--- src/rtl/io_ports_pkg.sv ---
// -----------------------------------------------------------------------------
// def -- shared constants for the io_ports register file.
//
// Each I/O port owns three consecutive byte addresses: PINx (synchronised pin
// levels), PORTx (output latch) and DDRx (direction, 1 = drive). The optional
// pin-change interrupt block (macro IO_PCINT_EN) places one PCMSKx register
// per port after the port registers, followed by a single PCIFR flag register.
// -----------------------------------------------------------------------------
package def;

    localparam int REGS_PER_PORT = 3;
    localparam int PIN_OFFSET    = 0;
    localparam int PORT_OFFSET   = 1;
    localparam int DDR_OFFSET    = 2;

    // Addresses for the default three-port build (B, C, D).
    localparam logic [7:0] PINB  = 8'h00;
    localparam logic [7:0] PORTB = 8'h01;
    localparam logic [7:0] DDRB  = 8'h02;
    localparam logic [7:0] PINC  = 8'h03;
    localparam logic [7:0] PORTC = 8'h04;
    localparam logic [7:0] DDRC  = 8'h05;
    localparam logic [7:0] PIND  = 8'h06;
    localparam logic [7:0] PORTD = 8'h07;
    localparam logic [7:0] DDRD  = 8'h08;

    // PCMSKx for port p sits directly after the last DDR register.
    function automatic int pcmsk_addr(input int port_count, input int p);
        return REGS_PER_PORT * port_count + p;
    endfunction

    // PCIFR follows the last PCMSK register.
    function automatic int pcifr_addr(input int port_count);
        return (REGS_PER_PORT + 1) * port_count;
    endfunction

endpackage

--- src/rtl/io_ports_sync.sv ---
// -----------------------------------------------------------------------------
// io_sync -- STAGES-deep flop chain that brings an asynchronous bit vector
// into the clock domain. All stages clear on the asynchronous active-low reset.
//
// Ports:
//   clock    system clock (rising edge)
//   reset_n  asynchronous active-low reset
//   d_i      asynchronous input vector
//   q_o      synchronised output vector (last stage)
// -----------------------------------------------------------------------------
module io_sync #(
    parameter int WIDTH  = 8,
    parameter int STAGES = 2
) (
    input  logic             clock,
    input  logic             reset_n,
    input  logic [WIDTH-1:0] d_i,
    output logic [WIDTH-1:0] q_o
);

    logic [WIDTH-1:0] stage_q [STAGES];

    always_ff @(posedge clock or negedge reset_n) begin
        if (!reset_n) begin
            for (int i = 0; i < STAGES; i++) begin
                stage_q[i] <= '0;
            end
        end else begin
            stage_q[0] <= d_i;
            for (int i = 1; i < STAGES; i++) begin
                stage_q[i] <= stage_q[i-1];
            end
        end
    end

    assign q_o = stage_q[STAGES-1];

endmodule

--- src/rtl/io_ports.sv ---
// -----------------------------------------------------------------------------
// io_ports -- byte-addressed GPIO register file with PORT_COUNT ports of
// PORT_WIDTH pins each.
//
// Per port p: PINx at 3p (read synchronised pins; writing toggles PORTx bits),
// PORTx at 3p+1, DDRx at 3p+2. pins_oe = DDRx, pins_out = PORTx & DDRx.
// Reads are registered: read_data shows the register addressed in the previous
// cycle, sampled before any same-cycle write lands. Unmapped addresses read 0.
//
// Optional feature, macro IO_PCINT_EN: pin-change interrupts. PCMSKx at
// 3*PORT_COUNT+p, PCIFR at 4*PORT_COUNT (bit p = port p, write 1 to clear,
// set beats clear), irq = registered OR of PCIFR. Without the macro the irq
// port does not exist and those addresses are unmapped.
//
// Ports:
//   clock        system clock (rising edge)
//   reset_n      asynchronous active-low reset
//   addr         register address
//   write_en     write strobe for addr / write_data
//   write_data   write data (bits above PORT_WIDTH ignored)
//   read_data    registered read data, zero-extended
//   pins_in      asynchronous pin levels, port p in slice p
//   pins_out     driven pin levels
//   pins_oe      per-pin output enable
//   irq          pin-change interrupt request (IO_PCINT_EN only)
// -----------------------------------------------------------------------------
module io_ports
    import def::*;
#(
    parameter int PORT_COUNT  = 3,
    parameter int PORT_WIDTH  = 8,
    parameter int SYNC_STAGES = 2
) (
    input  logic                             clock,
    input  logic                             reset_n,
    input  logic [7:0]                       addr,
    input  logic                             write_en,
    input  logic [7:0]                       write_data,
    output logic [7:0]                       read_data,
    input  logic [PORT_COUNT*PORT_WIDTH-1:0] pins_in,
    output logic [PORT_COUNT*PORT_WIDTH-1:0] pins_out,
    output logic [PORT_COUNT*PORT_WIDTH-1:0] pins_oe
`ifdef IO_PCINT_EN
    ,
    output logic                             irq
`endif
);

    localparam int NPINS = PORT_COUNT * PORT_WIDTH;

    logic [NPINS-1:0]      sync_w;
    logic [NPINS-1:0]      port_q, port_d;
    logic [NPINS-1:0]      ddr_q, ddr_d;
    logic [7:0]            rd_q, rd_d;
    logic [PORT_WIDTH-1:0] wdata;

    assign wdata = write_data[PORT_WIDTH-1:0];

    for (genvar g = 0; g < PORT_COUNT; g++) begin : g_sync
        io_sync #(
            .WIDTH  (PORT_WIDTH),
            .STAGES (SYNC_STAGES)
        ) u_sync (
            .clock   (clock),
            .reset_n (reset_n),
            .d_i     (pins_in[g*PORT_WIDTH +: PORT_WIDTH]),
            .q_o     (sync_w[g*PORT_WIDTH +: PORT_WIDTH])
        );
    end

`ifdef IO_PCINT_EN
    // Priming counter saturates at SYNC_STAGES+1; until then the synchroniser
    // is still flushing post-reset values and edges are not trusted.
    localparam logic [2:0] PRIME_DONE = 3'(SYNC_STAGES + 1);

    logic [NPINS-1:0]      pcmsk_q, pcmsk_d;
    logic [NPINS-1:0]      prev_q;
    logic [PORT_COUNT-1:0] pcifr_q, pcifr_d, pc_set, pc_clr;
    logic [2:0]            prime_q;
    logic                  irq_q;
`endif

    always_comb begin
        port_d = port_q;
        ddr_d  = ddr_q;
        rd_d   = '0;
`ifdef IO_PCINT_EN
        pcmsk_d = pcmsk_q;
        pc_set  = '0;
        pc_clr  = '0;
`endif
        for (int p = 0; p < PORT_COUNT; p++) begin
            if (addr == 8'(REGS_PER_PORT*p + PIN_OFFSET)) begin
                rd_d = 8'(sync_w[p*PORT_WIDTH +: PORT_WIDTH]);
                if (write_en) begin
                    port_d[p*PORT_WIDTH +: PORT_WIDTH] = port_q[p*PORT_WIDTH +: PORT_WIDTH] ^ wdata;
                end
            end
            if (addr == 8'(REGS_PER_PORT*p + PORT_OFFSET)) begin
                rd_d = 8'(port_q[p*PORT_WIDTH +: PORT_WIDTH]);
                if (write_en) begin
                    port_d[p*PORT_WIDTH +: PORT_WIDTH] = wdata;
                end
            end
            if (addr == 8'(REGS_PER_PORT*p + DDR_OFFSET)) begin
                rd_d = 8'(ddr_q[p*PORT_WIDTH +: PORT_WIDTH]);
                if (write_en) begin
                    ddr_d[p*PORT_WIDTH +: PORT_WIDTH] = wdata;
                end
            end
`ifdef IO_PCINT_EN
            if (addr == 8'(pcmsk_addr(PORT_COUNT, p))) begin
                rd_d = 8'(pcmsk_q[p*PORT_WIDTH +: PORT_WIDTH]);
                if (write_en) begin
                    pcmsk_d[p*PORT_WIDTH +: PORT_WIDTH] = wdata;
                end
            end
            pc_set[p] = (prime_q == PRIME_DONE) &&
                        (|((sync_w[p*PORT_WIDTH +: PORT_WIDTH] ^ prev_q[p*PORT_WIDTH +: PORT_WIDTH])
                           & pcmsk_q[p*PORT_WIDTH +: PORT_WIDTH]));
`endif
        end
`ifdef IO_PCINT_EN
        if (addr == 8'(pcifr_addr(PORT_COUNT))) begin
            rd_d = 8'(pcifr_q);
            if (write_en) begin
                pc_clr = PORT_COUNT'(write_data);
            end
        end
        // Set is OR-ed in after the clear so a coinciding edge is never lost.
        pcifr_d = (pcifr_q & ~pc_clr) | pc_set;
`endif
    end

    always_ff @(posedge clock or negedge reset_n) begin
        if (!reset_n) begin
            port_q <= '0;
            ddr_q  <= '0;
            rd_q   <= '0;
`ifdef IO_PCINT_EN
            pcmsk_q <= '0;
            prev_q  <= '0;
            pcifr_q <= '0;
            prime_q <= '0;
            irq_q   <= 1'b0;
`endif
        end else begin
            port_q <= port_d;
            ddr_q  <= ddr_d;
            rd_q   <= rd_d;
`ifdef IO_PCINT_EN
            pcmsk_q <= pcmsk_d;
            prev_q  <= sync_w;
            pcifr_q <= pcifr_d;
            if (prime_q != PRIME_DONE) begin
                prime_q <= prime_q + 3'd1;
            end
            irq_q <= |pcifr_q;
`endif
        end
    end

    assign read_data = rd_q;
    assign pins_oe   = ddr_q;
    assign pins_out  = port_q & ddr_q;
`ifdef IO_PCINT_EN
    assign irq = irq_q;
`endif

endmodule
--- config.mk ---
export PLATFORM = sky130hd
export DESIGN_NAME = io_ports
export DESIGN_NICKNAME = d
export VERILOG_FILES = /design/src/rtl/io_ports_pkg.sv /design/src/rtl/io_ports_sync.sv /design/src/rtl/io_ports.sv
export SDC_FILE = /design/constraint.sdc
export NUM_CORES = 1
export LEC_CHECK = 0
export CAP_MARGIN = 20
export CELL_PAD_IN_SITES_DETAIL_PLACEMENT = 0
export CELL_PAD_IN_SITES_GLOBAL_PLACEMENT = 1
export CORE_MARGIN = 2
export CORE_UTILIZATION = 43
export CTS_CLUSTER_SIZE = 24
export DETAILED_ROUTE_END_ITERATION = 7
export GPL_ROUTABILITY_DRIVEN = 0
export GPL_TIMING_DRIVEN = 0
export HOLD_SLACK_MARGIN = 0.05
export MAX_ROUTING_LAYER = met4
export PLACE_DENSITY_LB_ADDON = 0.1
export RECOVER_POWER = 25
export SYNTH_ARGS = -nofsm -noshare
export SYNTH_HDL_FRONTEND = slang
export SYNTH_SLANG_ARGS = --single-unit
--- constraint.sdc ---
create_clock -name clock -period 3.4 [get_ports clock]
set_clock_uncertainty 0.05 [all_clocks]
set_input_delay 0.51 -clock clock [delete_from_list [all_inputs] [get_ports clock]]
set_output_delay 0.51 -clock clock [all_outputs]
set_load 0.02 [all_outputs]
# After elaboration in Yosys (flattened, before gate mapping)
# Index checks and enable logic that the tools add are counted.
[op_classes]
muxes = 21
n_eq_ne = 8
reduce_logical = 4
n_bitwise = 4
[ops]
columns = ["op", "n"]
rows = [
  ["$mux W8", 21],
  ["$eq A8 B3 Y1 const B", 4],
  ["$and A24 B24 Y24", 1],
  ["$xor A8 B8 Y8", 3],
  ["$eq A8 B2 Y1 const B", 2],
  ["$eq A8 B1 Y1 const B", 1],
  ["$eq A8 B4 Y1 const B", 1],
  ["$logic_not A8 Y1", 1],
  ["$reduce_and A2 Y1", 3],
]
[word_totals]
inputBits = 43
register_bits = 104
word_cells = 48

# Longest topological paths before layout
[logic_depth]
depth_word = 10
mapped_depth = 7

# Modules after synthesis
# From an unflattened synthesis, not the netlist that was laid out.
[unflattened]
cells_unflattened = 419
hier_area_um2 = 4783.3
[by_module_without_submodules]
columns = ["mod", "instances", "area_per_inst_um2", "cells_each"]
rows = [
  ["io_ports", 1, 3402.0, 347],
  ["io_sync", 3, 460.4, 24],
]

# Worst setup path before layout
# OpenSTA, ideal clock, no wires.
[synth_timing]
path_kind = "input -> register"
start = "in addr[5]"
end = "reg with a tool-made name"
required_ps = 3218
stages = 6
arrival_time_ps = 1777
setup_slack_ps = 1441
setup_ps = 132
cell_sequence = "or4_4 buf_6 or3_4 buf_6 nand2_1 mux2i_1"
[synth_lines]
columns = ["element", "line_no", "rtl"]
rows = [
  ["start, declared", "io_ports.sv:36", "input logic [7:0] addr,"],
]

# Worst setup path after layout
[layout_timing]
start = "in addr[0]"
end = "reg rd_q[1] (netlist: read_data[1])"
[layout_between]
elab_chain_len = 10
word_cells_on_any_way = 18
classes_between = "eq/ne: 8; mux: 9; reduce/logical: 1"
[layout_lines]
columns = ["element", "line_no", "rtl"]
rows = [
  ["$logic_not A8 Y1", "io_ports.sv:93", "if (addr == 8'(REGS_PER_PORT*p + PIN_OFFSET)) begin"],
  ["$mux W8", "io_ports.sv:93", ""],
  ["$mux W8", "io_ports.sv:99", "if (addr == 8'(REGS_PER_PORT*p + PORT_OFFSET)) begin"],
  ["$mux W8", "io_ports.sv:105", "if (addr == 8'(REGS_PER_PORT*p + DDR_OFFSET)) begin"],
  ["$mux W8", "io_ports.sv:93", ""],
  ["$mux W8", "io_ports.sv:99", ""],
  ["$mux W8", "io_ports.sv:105", ""],
  ["$mux W8", "io_ports.sv:93", ""],
  ["$mux W8", "io_ports.sv:99", ""],
  ["$mux W8 *", "io_ports.sv:105", ""],
  ["via rd_d[1]", "io_ports.sv:54", "logic [7:0] rd_q, rd_d;"],
  ["end signal, assigned", "io_ports.sv:150", "rd_q <= rd_d;"],
  ["end, declared", "io_ports.sv:54", ""],
]
# The timed path passes the listed nets; every way through them passes the cells marked *.
# A chain may end at the register's enable or synchronous reset.

==> run metrics <==
Leak ~2.5 nW; #FFs+latches synth approximately 100; Ant. Diodes 0; initial antenna violation count 0; largest net degree at the start of global routing 54; gr usage total 21.6%; Max-Cap Viols 0; I/O pin total 99; starting density of the core 44.1%; Worst-Margin Slew roughly 1300 ps; CP arrival 2830 ps; Crit path top cell by count buf_2; Placeable Area between 10000 and 15000 um^2; Setup Buffers After CTS 0; final net count 528; Fin. Hold Viols 0; post-CTS sizing 0; Slowest-stage cell, CP clkbuf_1; clock-pin slew on the worst setup and hold paths approximately 110 ps; max-slew violations 0; vias in the first global route between 3000 and 4000; Gate Count Post-Synth 384; # fillers between 900 and 1000; Crit path buffers/inverters 4; antenna-violating nets left 0; hold buffers post-CTS 0; Clock Latency Late Sink about 370 ps; setup tns final 0 ps; die height 107 um; CP startpoint kind primary input; final setup violation count 0; Seq/Total Area, Yosys between 50% and 60%; DR vias between 3000 and 4000; Routed WL ~11 mm; Top delay family on crit path buffers and inverters; DIE AREA ~11000 um^2; drt drc 0; Critical Path, Cell by Cell clkdlybuf4s50_1, buf_2, clkbuf_1, buf_2, o21ai_0, mux2i_1, o22ai_1; final period utilization 77.5%; fraction of layout cells with a size suffix above 1 a little over a tenth; Max H-tree Level 3; Rel. slew slack about an eighth; post-layout min period between 2000 and 3000 ps; Yosys warnings 0; endpoint type of the worst setup path flop; RSZ-0062 raised after global routing no; Syn Std Cell Area 4530 um^2; class of the worst hold path flop to flop; final core utilization roughly 57%; Detailed Routing Iterations Pass 1 5; CTS tree built; Mapped Avg Cell Area 11.8 um^2; 1st-iter DRT viols roughly 190; Die W 107 um; Synthesized Nets around 430; max frequency roughly 380 MHz; Req. time, crit path about 3600 ps; global-route wire length before repair between 15 and 20 mm; Worst R2R Setup Slack just under 2000 ps; max incr delay on CP between 500 and 600 ps; CP max FO 10; Layout area overhead 28.3%; DP HPWL between 7 and 8 mm; pwr dens 422 nW/um^2; Post-synth EDFFs 0; status completed; Site Rows 37; asr flop ratio synth between 90% and 100%; post-synth cell types 47; Worst VDD drop about 0.22 mV; dominant synthesized flop cell dfrtp_1; Worst Path Class, Setup primary input to flop; TritonCTS buffer count 9; global route total overflow 0; Port Buf Inserts between 80 and 90; Clock Path Buffers 2; Routed wire per std cell 18.2 um; root buf cell clkbuf_8; clock sinks about 100; routed vias/inst 5.32
## metrics by stage
stage / cells / setup slack, ps / power [W] / hold WS [ps] / cell area, um^2
after global placement: 609 / -2080 / 0.00170 / 282 / 5590
after floorplan: 384 / 1440 / 0.00155 / 164 / 4530
after CTS: 626 / 773 / 0.00248 / 140 / 5820
after global routing: 626 / 662 / 0.00257 / 306 / 5810
final: 626 / 766 / 0.00245 / 296 / 5810
after detailed placement: 610 / 378 / 0.00171 / 285 / 5620
## power by group
part | internal (W) | switching [W]
Combinational | 0.000146 | 0.000162
Clock | 0.000320 | 0.000455
Sequential | 0.00131 | 0.0000613
Total | 0.00177 | 0.000679
## cells in the final DEF (no fill, tap or decap), types with 2 or more instances in the layout
cell type,synthesis,final
a21o_1,2,2
a21oi_1,36,36
a221o_1,4,4
a22oi_1,2,2
a311oi_1,11,11
a31oi_1,5,5
and2_1,25,25
and3_1,3,3
and3b_1,2,2
buf_1,5,5
buf_2,10,10
buf_6,2,2
clkbuf_1,11,11
clkbuf_8,0,11
clkdlybuf4s50_1,0,64
clkinv_4,0,2
dfrtp_1,104,104
dlygate4sd3_1,0,24
inv_1,7,7
inv_6,0,2
mux2_1,11,11
mux2_2,15,15
mux2i_1,32,32
nand2_1,20,20
nand2b_1,6,6
nand3_1,2,2
nand3b_1,3,3
nand4_1,2,2
nand4b_1,2,2
nor2_1,17,17
nor2b_1,9,9
nor3_1,7,7
o21ai_0,5,5
o22ai_1,6,6
## per-layer routing
layer | vias up | wire length [um] | track usage [%]
li1 | 1571 | - | -
met1 | 1651 | 5390 | 31.0
met2 | 100 | 5380 | 32.8
met3 | 7 | 545 | 3.53
met4 | 0 | 91 | 4.73
met5 | - | 0 | -
## cell usage after synthesis, types with 2 or more instances
library cell / instances / area [um^2]
nand3b_1: 3 / 22.5
dfrtp_1: 104 / 2600
nand2_1: 20 / 75.1
a311oi_1: 11 / 96.3
clkbuf_1: 11 / 41.3
o21ai_0: 5 / 25.0
inv_1: 7 / 26.3
a31oi_1: 5 / 31.3
and3_1: 3 / 18.8
nor3_1: 7 / 35.0
nand4_1: 2 / 12.5
nand4b_1: 2 / 17.5
buf_1: 5 / 18.8
mux2_2: 15 / 169
nor2b_1: 9 / 56.3
a21oi_1: 36 / 180
o22ai_1: 6 / 37.5
a22oi_1: 2 / 15.0
mux2_1: 11 / 124
nor2_1: 17 / 63.8
and3b_1: 2 / 17.5
and2_1: 25 / 156
buf_2: 10 / 50.1
a221o_1: 4 / 40.0
nand3_1: 2 / 10.0
buf_6: 2 / 22.5
mux2i_1: 32 / 320
nand2b_1: 6 / 37.5
a21o_1: 2 / 15.0
## cell families after synthesis
family                 after synthesis  synth area share, %
buffers and inverters               35                 3.51
AO/OA/AOI/OAI                       80                 11.6
flip-flops                         104                 57.4
AND/OR/NAND/NOR                    106                 13.4
multiplexers                        59                 14.0
## cell type report
cell class	count	area [um^2]	area share [%]
flip-flops and latches	104	2600	44.8
well taps	136	170	2.93
plain buffers	28	133	2.28
multi-input cells	245	1770	30.5
clock buffers	11	151	2.60
inverters	7	26.3	0.452
clock inverters	5	46.3	0.796
repair buffers	90	913	15.7
## path summary, 6_finish.rpt
kind	start	end	cells after the start
setup / recovery	addr[0]	read_data[1]	7
hold / removal	g_sync[1].u_sync.stage_q[15]	g_sync[1].u_sync.q_o[7]	0
setup reg to reg	flop	read_data[1]	3
hold reg to reg	g_sync[1].u_sync.stage_q[15]	g_sync[1].u_sync.q_o[7]	0
max in group asynchronous	reset_n	async pin	2
min in group asynchronous	reset_n	g_sync[2].u_sync.q_o[5]	1
(Power assumes the default switching activity.)
